<file path="src/rtl/mul_iter_unit_if.sv">
// mul_iter_unit_if: request/response bundle for the iterative multiplier.
// Request side:  in_valid, in_ready, op, src_a, src_b, src_c, flush.
// Response side: out_valid, out_ready, result_lo, result_hi, flags_nz.
// master drives requests and consumes results; slave is the multiplier.
interface mul_iter_unit_if #(parameter int WIDTH = 32);
  logic             in_valid;
  logic             in_ready;
  logic [1:0]       op;
  logic [WIDTH-1:0] src_a;
  logic [WIDTH-1:0] src_b;
  logic [WIDTH-1:0] src_c;
  logic             flush;
  logic             out_valid;
  logic             out_ready;
  logic [WIDTH-1:0] result_lo;
  logic [WIDTH-1:0] result_hi;
  logic [1:0]       flags_nz;
  modport master (
    output in_valid, op, src_a, src_b, src_c, flush, out_ready,
    input  in_ready, out_valid, result_lo, result_hi, flags_nz
  );
  modport slave (
    input  in_valid, op, src_a, src_b, src_c, flush, out_ready,
    output in_ready, out_valid, result_lo, result_hi, flags_nz
  );
endinterface

</file>
<file path="src/rtl/mul_iter_unit.sv">
// mul_iter_unit: multi-cycle shift-add MUL/MLA/MLS/UMULL unit, K multiplier bits per cycle.
// Ports: clk (rising edge), reset (async, active low), bus (mul_iter_unit_if.slave):
//   op 00 MUL, 01 MLA, 10 MLS, 11 UMULL; result_hi is nonzero only for UMULL;
//   flags_nz = {N, Z} of the full result.
module mul_iter_unit #(
  parameter int WIDTH = 32,
  parameter int K     = 1
) (
  input logic          clk,
  input logic          reset,
  mul_iter_unit_if.slave bus
);
  localparam int N  = WIDTH / K;
  localparam int CW = $clog2(N + 1);
  typedef enum logic [1:0] {IDLE, RUN, ACC, DONE} state_t;
  state_t             state, state_nx;
  logic [1:0]         op_q;
  logic [WIDTH-1:0]   mplier, c_q, acc_lo, acc_hi;
  logic [2*WIDTH-1:0] mcand, prod;
  logic [CW-1:0]      count;
  logic               accept;
  generate
    if (WIDTH % K != 0 || !(K == 1 || K == 2 || K == 4)) begin : g_bad_cfg
      initial $error("mul_iter_unit: WIDTH must be a multiple of K and K must be 1, 2 or 4");
    end
  endgenerate
  assign bus.in_ready  = state == IDLE;
  assign bus.out_valid = state == DONE;
  assign accept        = state == IDLE && bus.in_valid && !bus.flush;
  always_ff @(posedge clk or negedge reset)
    if (!reset) state <= IDLE;
    else        state <= state_nx;
  always_comb begin
    state_nx = state;
    if (bus.flush) state_nx = IDLE;
    else
      case (state)
        IDLE:    state_nx = bus.in_valid ? RUN : IDLE;
        RUN:     state_nx = count == CW'(1) ? ACC : RUN;
        ACC:     state_nx = DONE;
        default: state_nx = bus.out_ready ? IDLE : DONE;
      endcase
  end
  // Final combine of the raw product with the accumulator operand.
  always_comb begin
    acc_hi = op_q == 2'b11 ? prod[2*WIDTH-1:WIDTH] : '0;
    acc_lo = op_q == 2'b01 ? c_q + prod[WIDTH-1:0]
           : op_q == 2'b10 ? c_q - prod[WIDTH-1:0]
           : prod[WIDTH-1:0];
  end
  // The multiplicand is kept pre-shifted, so each step adds the partial
  // product at its running bit position without a separate shift amount.
  always_ff @(posedge clk or negedge reset)
    if (!reset) begin
      op_q          <= '0;
      mplier        <= '0;
      c_q           <= '0;
      mcand         <= '0;
      prod          <= '0;
      count         <= '0;
      bus.result_lo <= '0;
      bus.result_hi <= '0;
      bus.flags_nz  <= '0;
    end else begin
      if (accept) begin
        op_q   <= bus.op;
        mplier <= bus.src_b;
        c_q    <= bus.src_c;
        mcand  <= {{WIDTH{1'b0}}, bus.src_a};
        prod   <= '0;
        count  <= CW'(N);
      end else if (state == RUN) begin
        prod   <= prod + mcand * {{(2*WIDTH-K){1'b0}}, mplier[K-1:0]};
        mplier <= mplier >> K;
        mcand  <= mcand << K;
        count  <= count - CW'(1);
      end
      if (state == ACC && !bus.flush) begin
        bus.result_lo <= acc_lo;
        bus.result_hi <= acc_hi;
        bus.flags_nz  <= {op_q == 2'b11 ? acc_hi[WIDTH-1] : acc_lo[WIDTH-1], ~|{acc_hi, acc_lo}};
      end
    end
endmodule
</file>
<file path="src/flat_wrapper.sv">
// flat-port wrapper written by rule: the top's interface ports become plain ports
module mul_iter_unit_flat 
#(
  parameter int WIDTH = 32,
  parameter int K     = 1
)
  (clk, reset, bus_in_valid, bus_op, bus_src_a, bus_src_b, bus_src_c, bus_flush, bus_out_ready, bus_in_ready, bus_out_valid, bus_result_lo, bus_result_hi, bus_flags_nz);
  mul_iter_unit_if #(.WIDTH(WIDTH)) bus_i ();
  input logic clk;
  input logic reset;
  input wire logic [$bits(bus_i.in_valid)-1:0] bus_in_valid;
  input wire logic [$bits(bus_i.op)-1:0] bus_op;
  input wire logic [$bits(bus_i.src_a)-1:0] bus_src_a;
  input wire logic [$bits(bus_i.src_b)-1:0] bus_src_b;
  input wire logic [$bits(bus_i.src_c)-1:0] bus_src_c;
  input wire logic [$bits(bus_i.flush)-1:0] bus_flush;
  input wire logic [$bits(bus_i.out_ready)-1:0] bus_out_ready;
  output wire logic [$bits(bus_i.in_ready)-1:0] bus_in_ready;
  output wire logic [$bits(bus_i.out_valid)-1:0] bus_out_valid;
  output wire logic [$bits(bus_i.result_lo)-1:0] bus_result_lo;
  output wire logic [$bits(bus_i.result_hi)-1:0] bus_result_hi;
  output wire logic [$bits(bus_i.flags_nz)-1:0] bus_flags_nz;
  assign bus_i.in_valid = bus_in_valid;
  assign bus_i.op = bus_op;
  assign bus_i.src_a = bus_src_a;
  assign bus_i.src_b = bus_src_b;
  assign bus_i.src_c = bus_src_c;
  assign bus_i.flush = bus_flush;
  assign bus_i.out_ready = bus_out_ready;
  assign bus_in_ready = bus_i.in_ready;
  assign bus_out_valid = bus_i.out_valid;
  assign bus_result_lo = bus_i.result_lo;
  assign bus_result_hi = bus_i.result_hi;
  assign bus_flags_nz = bus_i.flags_nz;
  mul_iter_unit #(.WIDTH(WIDTH), .K(K)) u_core (.clk(clk), .reset(reset), .bus(bus_i));
endmodule
</file>
<file path="config.mk">
export PLATFORM = sky130hd
export DESIGN_NAME = mul_iter_unit_flat
export DESIGN_NICKNAME = d
export VERILOG_FILES = /design/src/rtl/mul_iter_unit_if.sv /design/src/rtl/mul_iter_unit.sv /design/src/flat_wrapper.sv
export SDC_FILE = /design/constraint.sdc
export NUM_CORES = 1
export LEC_CHECK = 0
export ABC_AREA = 1
export BUFFER_PORTS_ARGS = -buffer_cell sky130_fd_sc_hd__buf_2
export CAP_MARGIN = 20
export CELL_PAD_IN_SITES_DETAIL_PLACEMENT = 0
export CELL_PAD_IN_SITES_GLOBAL_PLACEMENT = 2
export CORE_MARGIN = 2
export CORE_UTILIZATION = 34
export DETAILED_ROUTE_END_ITERATION = 16
export PLACE_DENSITY_LB_ADDON = 0.1
export SLEW_MARGIN = 10
export SYNTH_ARGS = -nofsm -noshare
export SYNTH_HDL_FRONTEND = slang
export SYNTH_SLANG_ARGS = --single-unit
export TNS_END_PERCENT = 10
</file>
<file path="constraint.sdc">
create_clock -name clk -period 4.21 [get_ports clk]
set_input_delay 0.842 -clock clk [delete_from_list [all_inputs] [get_ports clk]]
set_output_delay 0.842 -clock clk [all_outputs]
set_load 0.005 [all_outputs]
</file>
==> tab_implementation.tex <==
\begin{tabular}{lr}
\hline
Metric & Value \\
\hline
\multicolumn{2}{l}{\textbf{Critical path}} \\
Flop-to-flop setup slack & 0.66 ns \\
List of cells traversed by the critical path & nand2\_1 -> inv\_1 -> ha\_1 -> inv\_1 -> fa\_1 -> inv\_1 -> nand2\_1 -> o21ai\_1 -> a21oi\_1 -> o21ai\_1 -> nand2\_1 -> nand2\_1 -> nand3\_1 -> nand2\_1 -> nand2\_1 -> nand2\_1 -> a21oi\_1 -> o21ai\_0 -> nand2\_1 \\
Endpoint required time on the critical path & around 4.7 ns \\
Worst setup path start & u\_core.mplier[0] \\
WS Path Type & flip-flop to flip-flop \\
R2R Path Start & u\_core.mplier[0] \\
Worst setup SP type & flip-flop \\
Largest stage delay on the critical path & 0.54 ns \\
Largest fanout on the critical path & 16 \\
Reg2Reg Depth & 19 \\
Worst endpoint data arrival time & 3.99 ns \\
Cell mode on critical path & nand2\_1 \\
Crit-path slowest cell & dfrtp\_2 \\
Endpoint kind of the worst setup timing path & flip-flop \\
\multicolumn{2}{l}{\textbf{Clocking}} \\
CTS Root Cell & clkbuf\_16 \\
Number of levels the H-tree was split into & 2 \\
CTS tree & yes \\
Post-CTS Hold Buffers & 0 \\
Clock sink total & between 200 and 300 \\
Clock slew seen by the registers of the worst setup and hold paths & around 0.07 ns \\
Max clock buf depth & 3 \\
Clock latency on the worst-skew pair & approximately 0.58 ns \\
Post-CTS setup buffers & 0 \\
Number of clock buffers inserted by TritonCTS & 35 \\
Count of cells resized by post-cts repair & 0 \\
\multicolumn{2}{l}{\textbf{Timing}} \\
Final count of negative-setup-slack endpoints & 0 \\
Hold Violations, Final & 0 \\
Worst Clk Skew & between 0.04 and 0.05 ns \\
Setup TNS & 0 ns \\
Slew at the pin closest to its max-slew limit & $\sim$1.0 ns \\
Number of slew-limit violations in the final report & 0 \\
Worst hold-check slack & approximately 0.30 ns \\
Worst-case setup margin in the final layout & between 0.6 and 0.7 ns \\
Peak Freq & approximately 0.28 GHz \\
RSZ-0062 raised after global routing & no \\
Final period demand of the worst path & approximately 3.5 ns \\
Max\_slew headroom & 0.309 \\
Ratio of final minimum period to clock period & 0.843 \\
\multicolumn{2}{l}{\textbf{Synth}} \\
Number of flops mapped to enable cells by yosys & 0 \\
Cell area after technology mapping & 0.0205 mm² \\
Share of synthesized flip-flops with an asynchronous set or reset & 1.00 \\
Mean instance size in the synthesized netlist & around 6.5 µm² \\
Synthesized netlist net count & 3,389 \\
Number of unique standard cell types used by synthesis & 43 \\
Syn Inst Count & approximately 3,200 \\
Sequential element share of the synthesized area & 0.327 \\
Synth Register Bits & between 200 and 300 \\
Prevailing post-synth register cell & dfrtp\_1 \\
Warning count from the yosys run & 0 \\
\multicolumn{2}{l}{\textbf{Final layout}} \\
Count of antenna diodes in the layout & 0 \\
Fraction of final layout cells with drive strength greater than 1 & 0.0817 \\
Area delta synth->final & 14.0\% \\
Number of nets in the layout & approximately 3,500 \\
Final Non-Filler Cells & about 4,100 \\
\multicolumn{2}{l}{\textbf{Floorplan}} \\
Placeable core region & roughly 0.060 mm² \\
Die width & approximately 250 µm \\
Initial Util & 0.342 \\
Vertical extent of the die & between 200 and 250 µm \\
Die ar. & around 0.062 mm² \\
Number of placement rows & 90 \\
I/O pin count & 171 \\
\multicolumn{2}{l}{\textbf{Detailed routing}} \\
Via count & about 21,000 \\
DR iter-0 viols & about 1,500 \\
Number of nets with antenna violations after detailed routing & 0 \\
Total wire length & 86,600 µm \\
Drt wl/cell & roughly 21 µm \\
DRC viols & 0 \\
Vias per inst & between 5 and 6 \\
Drt first pass iters & 7 \\
\multicolumn{2}{l}{\textbf{Place}} \\
Port-buffer cells & 170 \\
HPWL reported at the end of detailed placement & 70,700 µm \\
Setup WS pre-CTS & 0.659 ns \\
DP Cell Count & between 4,000 and 5,000 \\
Final weighted congestion in routability-driven placement & about 1 \\
\multicolumn{2}{l}{\textbf{Global routing}} \\
First-pass GRT wire length & between 100,000 and 150,000 µm \\
Overall track demand over capacity in global routing & 0.276 \\
Number of global-route vias before repair & 21,003 \\
Initial antenna violation count & 2 \\
Total grt overflow & 0 \\
Largest net degree at the start of global routing & roughly 120 \\
\multicolumn{2}{l}{\textbf{Power and ir drop}} \\
Static power due to leakage & 0.0123 µW \\
Total power divided by cell area & between 600 and 700 mW/mm² \\
Largest voltage drop on the vdd net & around 0.26 mV \\
\multicolumn{2}{l}{\textbf{Run status}} \\
Result of the run & completed \\
\multicolumn{2}{l}{\textbf{Flow run}} \\
Max-cap viol count & 0 \\
\multicolumn{2}{l}{\textbf{Worst hold path}} \\
Worst hold path class & primary input to async pin \\
\hline
\end{tabular}
[cells in the mapped netlist (3+ instances only)]
library cell / number / area (µm²)
and2_1: 4 / 25.0
o31ai_1: 22 / 165
o21ai_0: 168 / 841
nor2_1: 278 / 1040
dfrtp_1: 268 / 6710
fa_1: 3 / 60.1
a21oi_1: 193 / 966
o21a_1: 9 / 67.6
o221ai_1: 62 / 543
nor3_1: 23 / 115
ha_1: 127 / 1590
nand3_1: 192 / 961
a21boi_0: 3 / 22.5
nand4_1: 21 / 131
o21ai_1: 3 / 15.0
nand2_1: 992 / 3720
inv_1: 523 / 1960
buf_2: 27 / 135
nand3b_1: 12 / 90.1
xor2_1: 9 / 78.8
a221oi_1: 7 / 61.3
xnor2_1: 14 / 123
clkbuf_1: 56 / 210
o211ai_1: 3 / 22.5
nor4_1: 6 / 37.5
inv_2: 7 / 26.3
a31oi_1: 7 / 43.8
a21o_1: 9 / 67.6
o22ai_1: 60 / 375
o21bai_1: 21 / 158
buf_1: 11 / 41.3
[report_power, final]
group	switching, µW	leakage, µW	internal [µW]
clock network	1280	0.000553	1770
logic	5310	0.00834	2340
registers	752	0.00343	3300
total	7340	0.0123	7410
[per-stage QoR]
stage               power, µW   util  area, µm²
floorplan                8690      -      20500
global placement        11700  0.371      22200
detailed placement      11700  0.371      22200
CTS                     14800  0.390      23400
global route            15900  0.390      23400
finish                  14800  0.390      23400
[critical path, delay by kind of cell (launching register included)]
family                   cells  cell delay, ns
AO/OA/AOI/OAI                5            1.18
adder cells (fa/ha/maj)      2            0.53
buffers and inverters        3            0.24
flip-flops                   1            0.54
AND/OR/NAND/NOR              9            0.91
[cells by family (layout without fill, tap and decap cells)]
logic type               Yosys count  in the layout  share of synthesized area
flip-flops                       268            268                      0.327
adder cells (fa/ha/maj)          130            130                     0.0803
buffers and inverters            625            787                      0.116
XOR/XNOR                          23             23                    0.00981
AND/OR/NAND/NOR                 1538           1538                      0.302
AO/OA/AOI/OAI                    572            572                      0.165
[state kept, by name (all words and copies together) (netlist names)]
signal,flops
u_core.prod,64
u_core.c_q,32
u_core.count,6
u_core.bus.flags_nz,2
u_core.state,2
u_core.bus.result_lo,32
u_core.bus.result_hi,32
u_core.mcand,64
u_core.mplier,32
u_core.op_q,2
[placed cells by master, fill, tap and decap left out, types with 5 or more instances in the layout]
master and count:
nor3_1 23, o31ai_1 22, a31oi_1 7, nor4_1 6
o21a_1 9, nand3_1 191, ha_1 127, a21o_1 9
buf_2 169, buf_4 22, a221oi_1 7, inv_1 521
clkbuf_16 35, xnor2_1 14, clkbuf_8 9, nor2_1 274
o22ai_1 60, xor2_1 9, o221ai_1 62, nand4_1 21
o21ai_0 167, clkbuf_1 9, a21oi_1 193, nor2_2 5
nand2_1 992, inv_2 5, nand3b_1 12, dfrtp_1 267
o21bai_1 21
[cell type report]
class | instances | area (µm²)
fillers | 6617 | 36600
multi-input cells | 2263 | 11500
flip-flops and latches | 268 | 6710
inverters | 530 | 2000
repair buffers | 196 | 1110
clock buffers | 53 | 1030
well taps | 782 | 978
clock inverters | 8 | 111
[path summary, 6_finish.rpt]
check / to
setup reg to reg: u_core.prod[38]
hold reg to reg: u_core.bus.result_lo[20]
min in group clk: u_core.c_q[17]
max in group asynchronous: u_core.mplier[5]
hold / removal: u_core.bus.result_lo[10]
setup / recovery: u_core.prod[38]
[routing by layer]
layer  up-vias  global-route usage  part of all wire
li1      10458                   -                 -
met5         -                   0           0.00015
met2       553               0.442              0.44
met4         2              0.0854             0.032
met3       122              0.0298             0.048
met1      9939               0.390              0.48
(Power assumes the default switching activity.)
